$ cat config.mk
export PLATFORM = sky130hd
export DESIGN_NAME = control_fsm
export DESIGN_NICKNAME = d
export VERILOG_FILES = /design/src/rtl/control_fsm.sv
export SDC_FILE = /design/constraint.sdc
export NUM_CORES = 1
export LEC_CHECK = 0
export CORE_ASPECT_RATIO = 1.2
export CORE_MARGIN = 3
export CORE_UTILIZATION = 39
export DETAILED_ROUTE_END_ITERATION = 10
export PLACE_DENSITY = 0.76
export SYNTH_ARGS = -nofsm -noshare
export SYNTH_HDL_FRONTEND = slang
export SYNTH_SLANG_ARGS = --single-unit
export TNS_END_PERCENT = 1
$ cat constraint.sdc
create_clock -name clock -period 1.4 [get_ports clock]
set_input_delay 0.28 -clock clock [delete_from_list [all_inputs] [get_ports clock]]
set_output_delay 0.28 -clock clock [all_outputs]
set_load 0.02 [all_outputs]
$ cat src/rtl/control_fsm.sv
`default_nettype none
// ============================================================================
// Module      : control_fsm
// Description : Multicycle datapath control unit. It accepts one instruction
//               per run handshake and sequences the register/ALU controls.
// Revision    : 1.0 - initial release
// ============================================================================
module control_fsm #(
    parameter int INSTR_W   = 16,
    parameter int NUM_REGS  = 8,
    parameter int REG_SEL_W = 3,
    parameter int OP_W      = 3
) (
    input  logic                clock,
    input  logic                reset,
    input  logic                run,
    input  logic [INSTR_W-1:0]  inn,
    output logic                busy,
    output logic                done,
    output logic                err,
    output logic [1:0]          opSelect,
    output logic                immSelect,
    output logic [INSTR_W-1:0]  immData,
    output logic                regRSelect,
    output logic                regAEnable,
    output logic                regREnable,
    output logic [NUM_REGS-1:0] regSelect,
    output logic [NUM_REGS-1:0] regEnable
);

    localparam int c_IR_W = 2*REG_SEL_W + OP_W;

    localparam logic [3:0] c_IDLE      = 4'd0;
    localparam logic [3:0] c_DECODE    = 4'd1;
    localparam logic [3:0] c_LOAD_A    = 4'd2;
    localparam logic [3:0] c_EXEC      = 4'd3;
    localparam logic [3:0] c_WRITE     = 4'd4;
    localparam logic [3:0] c_MOVE      = 4'd5;
    localparam logic [3:0] c_IMM_WAIT  = 4'd6;
    localparam logic [3:0] c_IMM_WRITE = 4'd7;
    localparam logic [3:0] c_DONE      = 4'd8;

    localparam logic [OP_W-1:0]      c_OP_MV   = OP_W'(3);
    localparam logic [OP_W-1:0]      c_OP_MVI  = OP_W'(6);
    localparam logic [REG_SEL_W:0]   c_NREGS   = (REG_SEL_W+1)'(NUM_REGS);
    localparam logic [NUM_REGS-1:0]  c_ONE     = NUM_REGS'(1);

    logic [3:0]           r_state;
    logic [3:0]           w_next;
    logic [c_IR_W-1:0]    r_ir;
    logic [INSTR_W-1:0]   r_imm;

    logic [OP_W-1:0]      w_opc;
    logic [REG_SEL_W-1:0] w_rx;
    logic [REG_SEL_W-1:0] w_ry;
    logic                 w_is_mv;
    logic                 w_is_mvi;
    logic                 w_illegal;
    logic [NUM_REGS-1:0]  w_rx_oh;
    logic [NUM_REGS-1:0]  w_ry_oh;

    // Only the opcode/rx/ry fields of the instruction are kept.
    assign w_opc    = r_ir[c_IR_W-1:2*REG_SEL_W];
    assign w_rx     = r_ir[2*REG_SEL_W-1:REG_SEL_W];
    assign w_ry     = r_ir[REG_SEL_W-1:0];
    assign w_is_mv  = (w_opc == c_OP_MV);
    assign w_is_mvi = (w_opc == c_OP_MVI);
    assign w_rx_oh  = c_ONE << w_rx;
    assign w_ry_oh  = c_ONE << w_ry;

    // MVI never reads ry, so an out-of-range ry is harmless there.
    assign w_illegal = ({1'b0, w_rx} >= c_NREGS) ||
                       (({1'b0, w_ry} >= c_NREGS) && !w_is_mvi);

    always_comb begin
        w_next = r_state;
        case (r_state)
            c_IDLE:      if (run) w_next = c_DECODE;
            c_DECODE: begin
                if (w_illegal)     w_next = c_DONE;
                else if (w_is_mvi) w_next = c_IMM_WAIT;
                else if (w_is_mv)  w_next = c_MOVE;
                else               w_next = c_LOAD_A;
            end
            c_LOAD_A:    w_next = c_EXEC;
            c_EXEC:      w_next = c_WRITE;
            c_WRITE:     w_next = c_DONE;
            c_MOVE:      w_next = c_DONE;
            c_IMM_WAIT:  if (run) w_next = c_IMM_WRITE;
            c_IMM_WRITE: w_next = c_DONE;
            c_DONE:      w_next = c_IDLE;
            default:     w_next = c_IDLE;
        endcase
    end

    always_ff @(posedge clock or posedge reset) begin
        if (reset) begin
            r_state <= c_IDLE;
            r_ir    <= '0;
            r_imm   <= '0;
        end else begin
            r_state <= w_next;
            if (r_state == c_IDLE && run)
                r_ir <= inn[c_IR_W-1:0];
            if (r_state == c_IMM_WAIT && run)
                r_imm <= inn;
        end
    end

    // ir only changes on the IDLE->DECODE edge, so this holds until the next DECODE.
    always_comb begin
        opSelect = 2'b00;
        case (w_opc)
            OP_W'(0):                     opSelect = 2'b00;
            OP_W'(1):                     opSelect = 2'b01;
            OP_W'(2):                     opSelect = 2'b10;
            OP_W'(4), OP_W'(5), OP_W'(7): opSelect = 2'b11;
            default:                      opSelect = 2'b00;
        endcase
    end

    always_comb begin
        busy       = (r_state != c_IDLE);
        done       = (r_state == c_DONE);
        err        = (r_state == c_DONE) && w_illegal;
        immData    = r_imm;
        immSelect  = 1'b0;
        regRSelect = 1'b0;
        regAEnable = 1'b0;
        regREnable = 1'b0;
        regSelect  = '0;
        regEnable  = '0;
        case (r_state)
            c_LOAD_A: begin
                regSelect  = w_rx_oh;
                regAEnable = 1'b1;
            end
            c_EXEC: begin
                regSelect  = w_ry_oh;
                regREnable = 1'b1;
            end
            c_WRITE: begin
                regRSelect = 1'b1;
                regEnable  = w_rx_oh;
            end
            c_MOVE: begin
                regSelect  = w_ry_oh;
                regEnable  = w_rx_oh;
            end
            c_IMM_WRITE: begin
                immSelect  = 1'b1;
                regEnable  = w_rx_oh;
            end
            default: ;
        endcase
    end

endmodule
`default_nettype wire

### Yosys cells after proc, flatten, opt, wreduce, memory -nomap -nowiden

Cells that the tools add are included.

| storage, ports and cells | value |
|---|---|
| output and inout port bits | 41 |
| input bits | 19 |
| bits in registers | 29 |
| logic and storage cells | 42 |

| cells by class | value |
|---|---|
| equal/unequal tests | 17 |
| muxes and demuxes | 12 |
| shifts and indexed selects | 2 |
| reductions and logical operators | 8 |

Operators by type and width:

| operator | number |
|---|---|
| 4-bit case mux with 6 select lines | 1 |
| 4-bit by 3-bit == test with 1-bit output, second input constant | 4 |
| 8-bit case mux with 2 select lines | 1 |
| 1-bit by 3-bit left shift with 8-bit output, first input constant | 2 |
| 3-bit == test, second input constant | 4 |
| 4-bit by 2-bit == test with 1-bit output, second input constant | 2 |
| 4-bit 2-to-1 mux | 2 |
| 8-bit 2-to-1 mux | 1 |
| 3-bit by 2-bit == test with 1-bit output, second input constant | 2 |
| 3-bit 2-to-1 mux | 2 |
| 2-bit case mux with 3 select lines | 1 |
| 3-bit OR reduction | 2 |
| 4-bit by 1-bit == test with 1-bit output, second input constant | 1 |
| 4-bit == test, second input constant | 1 |
| 4-bit zero test | 1 |
| 1-bit 2-to-1 mux | 4 |
| 2-bit inequality test, second input constant | 2 |
| 4-bit nonzero test | 1 |
| 3-bit by 1-bit == test with 1-bit output, second input constant | 1 |
| 1-bit logical AND | 2 |
| 2-bit AND reduction | 1 |
| 2-bit OR reduction | 1 |

### Depth between registers and ports, before layout

| logic depth | value |
|---|---|
| depth after elaboration | 4 |
| depth in mapped cells | 6 |
| gate-level depth less buffers | 3 |

### Worst setup path before layout

Ideal clock, no wire load.

| path | value |
|---|---|
| path kind | register to output |
| from | register r_state[1] |
| to | output port regEnable[0] |
| required time | 1.120 ns |
| slack | -0.310 ns |
| path buffers | 2 |
| data arrival time | 1.430 ns |
| stages on the path, launching flop included | 6 |
| path through | dfrtp_1 -> buf_4 -> and2b_1 -> buf_6 -> or3_1 -> nor2_1 |

| on the way | value |
|---|---|
| word-level cells in the longest chain between the ends | 3 |
| elaborated cells on any way between the ends | 5 |

Ends and longest elaborated chain:

| what | line | RTL |
|---|---|---|
| start, declared | 48 | `logic [3:0] r_state;` |
| start signal, assigned | 98 | `r_state <= c_IDLE;` |
| start signal, assigned | 102 | `r_state <= w_next;` |
| 4-bit by 3-bit == test with 1-bit output | 133 | `case (r_state)` |
| 3-bit OR reduction (no line) (*) | n/a |  |
| 8-bit 2-to-1 mux (*) | 133 |  |
| end, declared | 28 | `output logic [NUM_REGS-1:0] regEnable` |

Mark *: on every way between the ends. The rest lies on a longest branch, timed or not.

### Final worst setup path

| path | value |
|---|---|
| from | register r_state[1] |
| to | output port regSelect[0] |

| on the way | value |
|---|---|
| word-level cells in the longest chain between the ends | 3 |
| elaborated cells on any way between the ends | 5 |

Ends and longest elaborated chain:

| what | line | RTL |
|---|---|---|
| 4-bit by 3-bit == test with 1-bit output / 4-bit by 2-bit == test with 1-bit output (equally long branches) | 133 |  |
| 2-bit OR reduction (no line) | n/a |  |
| 8-bit case mux with 2 select lines (*) | 133 |  |
| end, declared | 27 | `output logic [NUM_REGS-1:0] regSelect,` |

Marked as above.

==> reports/metrics.yaml <==
layout:
  antenna_cells: 0
  final_cell_area_um2: 2360
  synthToLayoutAreaGrowth_pct: 57.7
  drive_gt1_frac: 0.444
  fin_util: 0.643
  nets: 224
critical_path:
  crit_arrival_ps: 1630
  start_kind: "flip-flop"
  crit_buf_inv: 1
  ff2ff_path_depth: 6
  worst_path_max_delay_cell: "dfrtp_1"
  worst-path-stages: 4
  path_cells: "xor2_1 > nand3_1 > o32ai_2 > clkdlybuf4s15_2"
  crit_required_ps: 1120
  cpPeakStageDelay_ps: 420
  path_class: "flip-flop to output pin"
  worstPathMaxFanout: 4
  worstSetupEndpointType: "output pin"
  path_delay_family: "flip-flops"
timing:
  min_period_over_period: 1.37
  rsz0062_at_grt: "yes"
  min_period_ps: 1910
  drv_slew: 0
  skew_ps: 4.41
  max_freq_mhz: 523
  setup-violations-final: 49
  fin_ws_ps: -511
  fin_tns_setup_ps: -11900
  finalHoldViolCount: 0
logic_synthesis:
  ys_top_cells_by_area: "dfrtp_1, mux2_2, mux2_4"
  syn_inst: 126
  syn_area_um2: 1500
  yosys.area.top_type: "dfrtp_1"
  postSynthAreaPerCell_um2: 11.9
  seq_area_frac_synth: 0.485
  synth-seq-cells: 29
  yosys.cell_types.count: 32
  synth_top_area_frac: 0.485
  syn_nets: 145
  ys_warn_count: 0
hold_path:
  holdCritPathClass: "primary input to async pin"
global_route:
  grt_max_degree: 30
  grt.overflow.total: 0
  grt_pass1_wl_um: 6410
  antenna_found_initial: 0
  grt_usage: 0.177
  grt_pass1_vias: 1329
floorplanning:
  placementRows: 24
  die_h_um: 73.8
  die_x_um: 62.5
  core_um2: 3660
  start_util: 0.408
  die-area_um2: 4620
  ios: 60
cts:
  root_buffer: "clkbuf_8"
  worst_skew_pair.late_latency_ps: 270
  post_cts_buffers: 0
  htreeDepth: 2
  cts_tree: "done"
  clock_sinks: 29
  clock_path_buffers: 2
  clk_pin_slew_worst_paths_ps: 60
  cts-hold-fix-buffers: 0
  cts_buffers: 5
route:
  wl_per_cell_um: 14.9
  vias_per_cell: 4.91
  dr.first_iter.drc_count: 75
  num_vias: 1261
  dr.pass1.iters: 5
  drt_wl_total_um: 3820
  drc: 0
  antenna_left: 0
placement:
  place.gp.congestion: 0.923
  io_buffers: 58
  dpl_cell_area_um2: 2310
  dpl.hpwl_um: 2960
  dp_slack_ps: -659
run:
  maxCapViolCount: 0
run_status:
  status: "complete, but fails checks"
  violations: "setup timing"
power_and_ir_drop:
  power_density_nw_per_um2: 2100
  ir_drop_mv: 1.11
  total_power_mw: 4.96
  p_leak_nw: 1.15
## layout make-up
| type | count | area, µm² |
|---|---|---|
| Sequential cell | 29 | 726 |
| Fill cell | 311 | 1310 |
| Timing Repair Buffer | 79 | 684 |
| Multi-Input combinational cell | 88 | 788 |
| Clock buffer | 7 | 86.3 |
| Inverter | 2 | 7.51 |
| Tap cell | 52 | 65.1 |
## metrics by stage
stage | std cells | hold slack, ps
final | 257 | 339
after global placement | 250 | 488
after floorplan | 126 | 358
after global routing | 257 | 366
after detailed placement | 250 | 492
after CTS | 257 | 343
## state kept, by name, indices dropped and copies added (netlist names)
name and count:
immData 16, r_ir 9, r_state 4
## path summary, 6_finish.rpt
kind                                end  slack [ps]       start
setup / recovery           regSelect[0]        -510  r_state[1]
hold / removal               immData[3]         340       reset
setup reg to reg             immData[4]        -260  r_state[2]
hold reg to reg              immData[5]         500  immData[5]
max in group asynchronous   immData[13]         900       reset
min in group clock           immData[5]         500  immData[5]
## kinds of logic (layout without fill, tap and decap cells)
| logic type | count (synthesis) | count (layout) | synth area share |
|---|---|---|---|
| AO/OA/AOI/OAI | 12 | 12 | 0.0536 |
| XOR/XNOR | 3 | 3 | 0.0176 |
| flip-flops | 29 | 29 | 0.485 |
| AND/OR/NAND/NOR | 46 | 46 | 0.173 |
| multiplexers | 25 | 25 | 0.213 |
| adder cells (fa/ha/maj) | 1 | 1 | 0.00669 |
| buffers and inverters | 9 | 88 | 0.0477 |
| other | 1 | 1 | 0.00251 |
## report_power, final
part	leakage, nW	switching (mW)	internal (mW)
registers	0.366	0.294	1.21
logic	0.736	1.42	1.37
clock network	0.0443	0.272	0.389
## Yosys cell counts (all sizes together)
cell type	instances
maj3	1
xnor2	1
and2b	2
dfrtp	29
nand3	5
nand4b	1
nor4b	1
inv	2
a31oi	1
and4	1
nand2	5
o21ai	1
nor3	3
a21oi	1
a211o	1
mux2	25
nor2	15
nand3b	2
or3	1
clkbuf	1
nand2b	8
buf	6
xor2	2
or2	1
conb	1
nor3b	1
o32ai	2
o22ai	6
## cell usage in the layout, fill, tap and decap left out, drive strengths merged, types with 5 or more instances in the layout
master,instances
clkdlybuf4s50,18
buf,42
dlygate4sd2,17
o22ai,6
mux2,25
nand2b,8
nand2,5
nand3,5
clkbuf,7
nor2,15
dfrtp,29
## tightest hold or removal path, delay by kind of cell
kind     cells  cell delay (ps)
buf+inv      3              680
## routing by layer
metal,global-route usage,up-vias,share of wire
li1,-,601,-
met1,0.190,598,0.39
met2,0.333,56,0.53
met3,0.0489,6,0.058
met4,0.0637,0,0.017
met5,0,-,0
## repair_timing
action | in CTS | in global routing
resized for setup | 130 | 7
endpoints found under the setup margin | 65 | 49
cloned | 0 | 0
pin swaps | 8 | 3
(Power assumes the default switching activity.)
